<file path="src/rtl/cliff_game_core.sv">
// Cliff game core: a group of people on an LED bar walks toward two cliffs
// at a selectable speed. It has an IDLE/RUN/LOSE state machine, a step timer,
// a score counter and a blinking lose display. Every register runs on clk.
module cliff_game_core #(
  parameter int unsigned WIDTH        = 16,
  parameter int unsigned GROUP        = 3,
  parameter int unsigned START_IDX    = 7,
  parameter int unsigned CW           = 3,
  parameter int unsigned LEVELS       = 3,
  parameter int unsigned BASE_PERIOD  = 50000000,
  parameter int unsigned PERIOD_SHIFT = 2,
  parameter int unsigned BLINK_PERIOD = 5000000
) (
  input  logic                      clk,
  input  logic                      reset,
  input  logic                      start_p,
  input  logic                      left_p,
  input  logic                      right_p,
  input  logic                      speed_up_p,
  input  logic                      speed_down_p,
  input  logic [CW-1:0]             cliff_l,
  input  logic [CW-1:0]             cliff_r,
  output logic [WIDTH-1:0]          led,
  output logic [1:0]                state,
  output logic [$clog2(LEVELS)-1:0] speed,
  output logic [7:0]                pos,
  output logic [15:0]               score,
  output logic                      step
);

  localparam int unsigned HALF = (GROUP - 1) / 2;
  localparam int unsigned SW   = $clog2(LEVELS);
  localparam int unsigned TW   = $clog2(BASE_PERIOD + 1);
  localparam int unsigned BW   = $clog2(BLINK_PERIOD + 1);

  typedef enum logic [1:0] {StIdle = 2'd0, StRun = 2'd1, StLose = 2'd2} state_e;
  typedef enum logic [1:0] {DirNone = 2'd0, DirLeft = 2'd1, DirRight = 2'd2} dir_e;

  state_e          state_q, state_d;
  dir_e            dir_q, dir_d;
  logic [7:0]      pos_q, pos_d;
  logic [SW-1:0]   speed_q, speed_d;
  logic [15:0]     score_q, score_d;
  logic            step_q, step_d;
  logic [TW-1:0]   tick_q, tick_d;
  logic [BW-1:0]   blink_cnt_q, blink_cnt_d;
  logic            blink_off_q, blink_off_d;
  logic [7:0]      bl_q, bl_d, br_q, br_d;

  logic [7:0]      bl_live, br_live, bl_act, br_act;
  logic            ovl, can_left, can_right, speed_chg, move;
  logic [TW-1:0]   per_m1;
  logic [WIDTH-1:0] people, bounds;

  // True when the group touches or passes either boundary bit.
  function automatic logic overlaps(input logic [7:0] p, input logic [7:0] bl,
                                    input logic [7:0] br);
    return ({1'b0, p} + 9'(HALF) >= {1'b0, bl}) || ({1'b0, p} <= {1'b0, br} + 9'(HALF));
  endfunction

  // Step period minus one for a speed level, never below a period of one.
  function automatic logic [TW-1:0] period_m1(input logic [SW-1:0] lvl);
    int unsigned sh;
    int unsigned p;
    sh = PERIOD_SHIFT * 32'(lvl);
    p  = (sh >= 32) ? 0 : (BASE_PERIOD >> sh);
    if (p == 0) p = 1;
    return TW'(p - 1);
  endfunction

  assign bl_live   = 8'(WIDTH - 1 - 32'(cliff_l));
  assign br_live   = 8'(cliff_r);
  // Live cliffs steer IDLE; a run uses the copy frozen at start.
  assign bl_act    = (state_q == StIdle) ? bl_live : bl_q;
  assign br_act    = (state_q == StIdle) ? br_live : br_q;
  assign ovl       = overlaps(pos_q, bl_act, br_act);
  assign can_left  = ({1'b0, pos_q} + 9'(HALF + 1)) < {1'b0, bl_live};
  assign can_right = {1'b0, pos_q} > ({1'b0, br_live} + 9'(HALF + 1));
  assign per_m1    = period_m1(speed_q);
  assign move      = (tick_q == per_m1) && (dir_q != DirNone);

  // State register.
  always_ff @(posedge clk or posedge reset) begin
    if (reset) state_q <= StIdle;
    else       state_q <= state_d;
  end

  // Next-state logic; start_p wins over every other input.
  always_comb begin
    state_d = state_q;
    unique case (state_q)
      StIdle:  if (start_p && !ovl) state_d = StRun;
      StRun: begin
        if (start_p)  state_d = StIdle;
        else if (ovl) state_d = StLose;
      end
      StLose:  if (start_p) state_d = StIdle;
      default: state_d = StIdle;
    endcase
  end

  // Speed level: saturating up/down, frozen in LOSE, conflicting pulses cancel.
  always_comb begin
    speed_d = speed_q;
    if (state_q != StLose) begin
      if (speed_up_p && !speed_down_p && (speed_q != SW'(LEVELS - 1))) begin
        speed_d = speed_q + SW'(1);
      end else if (speed_down_p && !speed_up_p && (speed_q != '0)) begin
        speed_d = speed_q - SW'(1);
      end
    end
    speed_chg = (speed_d != speed_q);
  end

  // Datapath next-state: position, direction, score, timers and latched cliffs.
  always_comb begin
    pos_d       = pos_q;
    dir_d       = dir_q;
    score_d     = score_q;
    step_d      = 1'b0;
    tick_d      = tick_q;
    blink_cnt_d = blink_cnt_q;
    blink_off_d = blink_off_q;
    bl_d        = bl_q;
    br_d        = br_q;
    unique case (state_q)
      StIdle: begin
        tick_d      = '0;
        blink_cnt_d = '0;
        blink_off_d = 1'b0;
        if (start_p) begin
          if (!ovl) begin
            bl_d    = bl_live;
            br_d    = br_live;
            dir_d   = DirNone;
            score_d = '0;
          end
        end else if (left_p && !right_p && can_left) begin
          pos_d = pos_q + 8'd1;
        end else if (right_p && !left_p && can_right) begin
          pos_d = pos_q - 8'd1;
        end
      end
      StRun: begin
        if (start_p) begin
          pos_d  = 8'(START_IDX);
          dir_d  = DirNone;
          tick_d = '0;
        end else if (!ovl) begin
          if (move) begin
            pos_d  = (dir_q == DirLeft) ? pos_q + 8'd1 : pos_q - 8'd1;
            step_d = 1'b1;
            if (score_q != 16'hFFFF) score_d = score_q + 16'd1;
          end
          if (left_p && !right_p)      dir_d = DirLeft;
          else if (right_p && !left_p) dir_d = DirRight;
          if (speed_chg || (tick_q == per_m1)) tick_d = '0;
          else                                 tick_d = tick_q + TW'(1);
        end
      end
      StLose: begin
        if (start_p) begin
          pos_d       = 8'(START_IDX);
          score_d     = '0;
          dir_d       = DirNone;
          blink_cnt_d = '0;
          blink_off_d = 1'b0;
        end else if (blink_cnt_q == BW'(BLINK_PERIOD - 1)) begin
          blink_cnt_d = '0;
          blink_off_d = ~blink_off_q;
        end else begin
          blink_cnt_d = blink_cnt_q + BW'(1);
        end
      end
      default: ;
    endcase
  end

  // Datapath registers.
  always_ff @(posedge clk or posedge reset) begin
    if (reset) begin
      pos_q       <= 8'(START_IDX);
      dir_q       <= DirNone;
      speed_q     <= '0;
      score_q     <= '0;
      step_q      <= 1'b0;
      tick_q      <= '0;
      blink_cnt_q <= '0;
      blink_off_q <= 1'b0;
      bl_q        <= '0;
      br_q        <= '0;
    end else begin
      pos_q       <= pos_d;
      dir_q       <= dir_d;
      speed_q     <= speed_d;
      score_q     <= score_d;
      step_q      <= step_d;
      tick_q      <= tick_d;
      blink_cnt_q <= blink_cnt_d;
      blink_off_q <= blink_off_d;
      bl_q        <= bl_d;
      br_q        <= br_d;
    end
  end

  // People image: GROUP adjacent bits centred on pos.
  always_comb begin
    people = '0;
    for (int unsigned i = 0; i < WIDTH; i++) begin
      if ((i + HALF >= 32'(pos_q)) && (i <= 32'(pos_q) + HALF)) people[i] = 1'b1;
    end
  end

  // LED image per state: people plus cliffs, people only, or the lose blink.
  always_comb begin
    bounds = (WIDTH'(1) << bl_act) | (WIDTH'(1) << br_act);
    unique case (state_q)
      StIdle:  led = people | bounds;
      StRun:   led = people;
      StLose:  led = blink_off_q ? '0 : '1;
      default: led = people;
    endcase
  end

  assign state = state_q;
  assign speed = speed_q;
  assign pos   = pos_q;
  assign score = score_q;
  assign step  = step_q;

endmodule

</file>
<file path="config.mk">
export PLATFORM = sky130hd
export DESIGN_NAME = cliff_game_core
export DESIGN_NICKNAME = d
export VERILOG_FILES = /design/src/rtl/cliff_game_core.sv
export SDC_FILE = /design/constraint.sdc
export NUM_CORES = 1
export LEC_CHECK = 0
export CAP_MARGIN = 20
export CORE_ASPECT_RATIO = 1.25
export CORE_UTILIZATION = 45
export DETAILED_ROUTE_END_ITERATION = 8
export PLACE_DENSITY_LB_ADDON = 0.1
export SETUP_SLACK_MARGIN = 0.2
export SYNTH_ARGS = -nofsm -noshare
export SYNTH_HDL_FRONTEND = slang
export SYNTH_SLANG_ARGS = --single-unit
</file>
<file path="constraint.sdc">
create_clock -name clk -period 10.8 [get_ports clk]
set_input_delay 2.16 -clock clk [delete_from_list [all_inputs] [get_ports clk]]
set_output_delay 2.16 -clock clk [all_outputs]
set_load 0.1 [all_outputs]
</file>
==> results.txt, run 1 <==
In this run the tightest slew margin relative to its limit is 0.3286. The initial core utilization came out at 0.4662. The post-layout total power came out at roughly 2.1 mW. The die width is 112.0 µm. The library cells used most frequently in the layout, excluding fill and tap cells, are sky130_fd_sc_hd__dfrtp_1, sky130_fd_sc_hd__o21ai_0, sky130_fd_sc_hd__nor2_1.

Using the TritonRoute via totals, the vias-per-cell ratio works out to around 6.4. Routability-driven placement finished with a final weighted congestion of 0.8934. The final global-route overflow total is 0. The core area came out at about 15000 µm². The die outline area is 15620 µm².

The run finished, with violations left. The clock tree from TritonCTS is built. The clock latency at the later pin of the worst-skew pair came out at 340 ps. Synthesis produced a netlist with a net count of 890. The post-synthesis instance area is approximately 7000 µm².

The pin count of the biggest net entering global routing came out at 65. The most used flip-flop cell after synthesis is sky130_fd_sc_hd__dfrtp_1. 58 I/O pins were placed.

The tree is rooted in a sky130_fd_sc_hd__clkbuf_16. The count of mapped cells out of synthesis is roughly 830. The share of synthesized area in the top cell type comes to 0.3127.

The register-to-register setup slack came out at ~5800 ps. The clock arrives with 7.927 ps of skew. The count of input and output buffers is 57.

After routing the design area is 7781 µm². The post-detailed-route wirelength per cell came out at 18.48 µm. The total of cells resized after clock tree synthesis is 0. The final layout contains routed wiring with a total length of about 20000 µm.

The vertical die dimension came out at 139.5 µm. Dividing total power by cell area gives a power density of 270.7 nW/µm². The type of the worst setup path is primary input to primary output. The initial antenna violation count came out at 0. The required time at the endpoint of the critical path came out at slightly below 9000 ps. The net count of the finished layout is 928.

The hold buffer count at CTS came out at 0. Setup slack closes at 3356 ps. The max-slew violation count is 0.

In this run the worst path has a maximum fanout of 5. The synthesis-to-finish area growth is 14.38%. The number of hold violations in the final report came to 0. Setup repair after global routing left no endpoint under its margin. VDD sags by at most around 0.27 mV. The post-placement setup slack came out at 3403 ps. The total of endpoints with negative setup slack in the final report is 0. The number of buffers created by CTS came out at 9. Yosys printed 0 warnings. The number of cell rows came out at 49. The via count came out at 6709. The final reports fail on design-rule violations. After routing, the total negative slack on setup checks comes to 0 ps. Clock-pin slew was measured on the worst setup and hold paths at 60 ps. For this run, asynchronously set or reset flops after synthesis account for 1.000. The fill cell total of the finished layout came out at 1424. The instance area at placement came out at approximately 7500 µm². The number of sinks driven by the clock tree is 88. The synthesized flop and latch total came out at 88. The total global-route track usage came out at 0.2544. The maximum achievable frequency is 0.1343 GHz. STA classifies the critical path endpoint as a primary output. The DRC violation count after routing is 3. In the final layout, the share of cells above drive strength 1 is 0.05131. The synthesized netlist contains 72 unique library cells. Once the clock tree was built, the setup fixing pass inserted 0 buffers. For the pin with the worst max-slew slack, the measured transition is 1004 ps. Leaving out fill and tap cells, the most frequent cell in the layout is sky130_fd_sc_hd__dfrtp_1. The arrival time reported for the critical path endpoint came out at 5280 ps. The maximum buffer depth of the clock tree came out at 2. The via count of the first global-routing pass came out at 6570. The HPWL after detailed placement is roughly 14000 µm. The count of inserted antenna diode cells came out at 0.

Of the synthesized area, sequential elements account for 0.3243. The number of enable flip-flop cells after synthesis is 0. The number of max-cap violations is 0. The post-layout minimum cycle time came out at 7444 ps. The number of design-rule violations left by the first detailed-router iteration is 431. The post-route antenna net violation count came out at 0. The ratio of final minimum period to clock period is 0.6893. The first global-routing pass estimated 32370 µm of wire. The number of levels in the clock H-tree is 3.

After synthesis, the cell types taking the most area are sky130_fd_sc_hd__dfrtp_1, sky130_fd_sc_hd__ha_1, sky130_fd_sc_hd__o21ai_0, sky130_fd_sc_hd__nor2_1, sky130_fd_sc_hd__nand2_1. The static power due to leakage is 3.109 nW. The synthesized area per cell came out at 8.157 µm². Summed over all instances, the cell type with the most area after synthesis is sky130_fd_sc_hd__dfrtp_1. The path type of the worst min-delay path is register to register. The length of the first detailed-routing pass in iterations came out at 9. STA classifies the critical path startpoint as a primary input.
==> path summary, 6_finish.rpt <==
path	startpoint	to	cells past startpoint
max	cliff_l[1]	led[3]	8
max reg2reg	state[1]	score[4]	14
max in group asynchronous	reset	tick_q[20]	3
min reg2reg	blink_off_q	blink_off_q	1
min	blink_off_q	blink_off_q	1
min in group asynchronous	reset	blink_cnt_q[13]	2
==> flip-flops by register name, summed over array words and instances (netlist names), 2 cells and up <==
signal       flops
br_q             3
tick_q          26
dir_q            2
bl_q             4
score           16
speed            2
state            2
pos              8
blink_cnt_q     23
==> critical path, cell delays in order <==
cell                              delay (ps)
sky130_fd_sc_hd__clkdlybuf4s50_1         460
sky130_fd_sc_hd__a21oi_1                 370
sky130_fd_sc_hd__inv_1                   190
sky130_fd_sc_hd__nor3_1                  360
sky130_fd_sc_hd__a31oi_1                 160
sky130_fd_sc_hd__o32a_1                  190
sky130_fd_sc_hd__o21ai_0                 220
sky130_fd_sc_hd__clkdlybuf4s50_1        1180
==> power breakdown <==
group	leakage [nW]	switching, mW	internal (mW)
Combinational	1.78	0.996	0.371
Sequential	1.19	0.0737	0.367
Clock	0.130	0.135	0.164
==> cell families after synthesis <==
family,Yosys count,synth area share
AO/OA/AOI/OAI,248,0.2365
XOR/XNOR,25,0.03219
adder cells (fa/ha/maj),43,0.07909
buffers and inverters,71,0.04083
flip-flops,88,0.3243
multiplexers,15,0.02373
AND/OR/NAND/NOR,344,0.2634
==> through the flow <==
step	cells	util	hold slack [ps]
floorplan	834	-	441.5
global placement	1039	0.5144	464.2
detailed placement	1039	0.5144	466.8
CTS	1055	0.5333	475.3
global route	1055	0.5333	514.3
finish	1055	0.5333	472.2
==> routing by layer <==
| layer | global-route usage | part of all wire | up-vias |
|---|---|---|---|
| met1 | 0.3250 | 0.44 | 3271 |
| li1 | - | - | 3210 |
| met2 | 0.4289 | 0.49 | 183 |
| met5 | 0 | 0 | - |
| met3 | 0.03920 | 0.043 | 45 |
| met4 | 0.1032 | 0.029 | 0 |
==> area by class of cell <==
| type | instances | area, µm² | area share |
|---|---|---|---|
| clock buffers | 13 | 250.2 | 0.03216 |
| repair buffers | 64 | 623.1 | 0.08008 |
| flip-flops and latches | 88 | 2206 | 0.2835 |
| multi-input cells | 675 | 4325 | 0.5559 |
| inverters | 34 | 128.9 | 0.01656 |
| well taps | 178 | 222.7 | 0.02862 |
| clock inverters | 3 | 25.02 | 0.003216 |
==> synth_stat cells, drive strengths merged, types with 4 or more instances <==
cell	n
a32oi	9
a22oi	5
or3	5
a31oi	18
o21ai	85
clkbuf	30
o221ai	4
nor2b	11
inv	33
o211ai	5
nand4	18
nand4b	4
xnor2	18
and4	7
nand3	40
nor4b	10
dfrtp	85
a21o	7
mux2i	6
nor4	12
and2	7
o22ai	5
buf	7
or2	4
ha	43
o31ai	25
a21oi	37
o41ai	7
nand2b	18
or4	13
nor3	26
nand2	70
xor2	7
and3	13
nor2	79
mux2	9
o21a	7
(Power assumes the default switching activity.)
==> run 2: changes to the inputs <==
Clock period 10.8 ns to 6 ns, I/O delays scaled along.
==> results.txt, run 2 (same netlist as run 1, synthesis figures left out) <==
The synthesis-to-finish area growth is 14.24% (was 14.38%). The maximum vdd ir drop came out at 0.6971 mV (was 0.2703 mV). The HPWL after detailed placement is 13620 µm (was 14300 µm). The clock slew at the register clock pins of the worst setup and hold paths is 60 ps (about the same). The normalized max-slew margin came out at 0.3375 (was 0.3286).

The number of design-rule violations left by the first detailed-router iteration came to 419 (was 431). The clock tree from TritonCTS was built (unchanged). The path type of the worst min-delay path is register to register (unchanged).

The final weighted congestion in routability-driven placement is 0.8798 (was 0.8934). The core area is 14590 µm² (unchanged). The boundary pin count was 58 (unchanged).

The final worst hold slack is 488.5 ps (was 472.2 ps). The routed wire length is 18670 µm (was 19500 µm). The maximum fanout encountered on the critical timing path came out at 16 (was 5). The number of cell rows came to 49 (unchanged). The number of sinks driven by the clock tree is 88 (unchanged). The final setup TNS came out at 0 ps (unchanged). The hold buffer count at CTS was 0 (unchanged).

The total of cells resized after clock tree synthesis is 0 (unchanged). The length of the first detailed-routing pass in iterations is 7 (was 9). The post-CTS setup repair buffer count is 0 (unchanged). The most frequent standard cell in the layout excluding fill and tap cells is sky130_fd_sc_hd__dfrtp_1 (unchanged). The number of hold violations in the final report was 0 (unchanged).

The ratio of final minimum period to clock period is 0.8220. The placed cell count is 1039 (unchanged). The maximum buffer depth of the clock tree came out at 2 (unchanged). The clock latency at the later pin of the worst-skew pair is 360 ps (was 340 ps).

The power density over cell area is 487.6 nW/µm² (was 270.7 nW/µm²). The die width came out at 112.0 µm (unchanged). The type of element launching the critical path is a register (was primary input). The total of endpoints with negative setup slack in the final report came out at 0 (unchanged). The CTS root buffer is sky130_fd_sc_hd__clkbuf_16 (unchanged). The post-detailed-route wirelength per cell is 17.68 µm (was 18.48 µm). The post-route antenna net violation count is 0 (unchanged). The DRC violation count after routing came out at 6 (was 3). The number of buffers created by CTS came out at 9 (unchanged). The number of flip-flops in the largest register is 26 (unchanged). The final global-route overflow total came to 0 (unchanged).

The number of nets in the final layout is 929 (was 928). The count of inserted antenna diode cells came out at 0 (unchanged). The global-route wire length before repair came out at 31300 µm (was 32370 µm). The type of the worst setup path is register to primary output (was primary input to primary output).

The max-slew violation count was 0 (unchanged). The post-layout total power is 3.789 mW (was 2.106 mW). The maximum achievable frequency is 0.2028 GHz. The via density per instance is 6.312 (was 6.359). The initial core utilization is 0.4662 (unchanged). Result of the run: finished, violations left (unchanged). Most frequent cells in the layout: sky130_fd_sc_hd__dfrtp_1, sky130_fd_sc_hd__nor2_1, sky130_fd_sc_hd__o21ai_0 (was sky130_fd_sc_hd__dfrtp_1, sky130_fd_sc_hd__o21ai_0, sky130_fd_sc_hd__nor2_1). The count of input and output buffers came out at 57 (unchanged). The most flop-heavy register was tick_q (unchanged).

The worst clock skew came out at 8.856 ps (was 7.927 ps). The via count of the first global-routing pass came out at 6429 (was 6570). The via count came out at 6665 (was 6709). The slew of the pin with the lowest slew margin came out at 990.6 ps (was 1004 ps).

Failing checks: design-rule violations (unchanged). The final cell count without fillers is 1056 (was 1055). The total global-route track usage is 0.2453 (was 0.2544). The number of levels in the clock H-tree came out at 3 (unchanged). The vertical die dimension is 139.5 µm (unchanged). The arrival time reported for the critical path endpoint came out at 3730 ps (was 5280 ps). The post-layout minimum cycle time came out at 4932 ps. The initial antenna violation count is 0 (unchanged). The proportion of layout cells with a drive suffix above 1 came to 0.07403 (was 0.05131). The static power due to leakage is 3.156 nW (was 3.109 nW). The number of max-cap violations came out at 0 (unchanged).

Unrepaired setup endpoints after global routing: false (unchanged). The pin count of the biggest net entering global routing came out at 51 (was 65). The required time at the endpoint of the critical path is 4800 ps (was 8640 ps). The die outline area was 15620 µm² (unchanged). The type of element capturing the critical path was a primary output (unchanged).
## run 2: cell types whose count changed in the layout (fill, tap and decap cells not counted), sizes merged
| cell | before | now |
|---|---|---|
| buf | 7 | 23 |
| clkinvlp | 1 | 0 |
| clkdlybuf4s50 | 57 | 41 |
| clkinv | 3 | 5 |
| clkbuf | 13 | 12 |
| inv | 33 | 34 |
## run 2: critical path, stage by stage, from the launching register on
cell,delay [ps]
sky130_fd_sc_hd__dfstp_2,750
sky130_fd_sc_hd__ha_1,490
sky130_fd_sc_hd__nand3_1,360
sky130_fd_sc_hd__mux2i_1,450
sky130_fd_sc_hd__nand3_1,310
sky130_fd_sc_hd__or4_1,510
sky130_fd_sc_hd__a21oi_1,170
sky130_fd_sc_hd__o21ai_1,70
sky130_fd_sc_hd__buf_4,270
## run 2: final timing paths
kind | slack [ps] | startpoint | endpoint | cells past startpoint
max reg2reg | 1490 | state[1] | score[4] | 15
max in group asynchronous | 3680 | reset | bl_q[1] | 3
min | 490 | bl_q[1] | bl_q[1] | 2
min in group asynchronous | 1240 | reset | speed[1] | 2
max | 1070 | pos[0] | led[2] | 8
min reg2reg | 490 | bl_q[1] | bl_q[1] | 2
## run 2: per-stage QoR
| stage | area, µm² | util | setup WS (ps) |
|---|---|---|---|
| finish | 7771 | 0.5326 | 1068 |
| global route | 7771 | 0.5326 | 899.3 |
| CTS | 7757 | 0.5316 | 1127 |
| detailed placement | 7466 | 0.5117 | 1108 |
| global placement | 7466 | 0.5117 | 1197 |
| floorplan | 6803 | - | 204.6 |
## run 2: layout make-up
cell class              instances  area (µm²)
fillers                      1421        6820
multi-input cells             675        4325
flip-flops and latches         88        2206
repair buffers                 65       596.8
clock buffers                  11       252.7
well taps                     178       222.7
inverters                      34       128.9
clock inverters                 5       38.79
## run 2: power breakdown
| part | switching (mW) | internal [mW] | leakage [nW] |
|---|---|---|---|
| clock network | 0.250 | 0.307 | 0.148 |
| logic | 1.79 | 0.649 | 1.81 |
| registers | 0.135 | 0.661 | 1.19 |
| total | 2.17 | 1.62 | 3.16 |
## run 2: routing by layer
layer  wire length (µm)  vias up  part of all wire  track usage
li1                   -     3216                 -            -
met1               8304     3230              0.44       0.3109
met2               9000      183              0.48       0.4126
met3                911       36             0.049      0.04443
met4                453        0             0.024      0.09754
met5                  0        -                 0            0
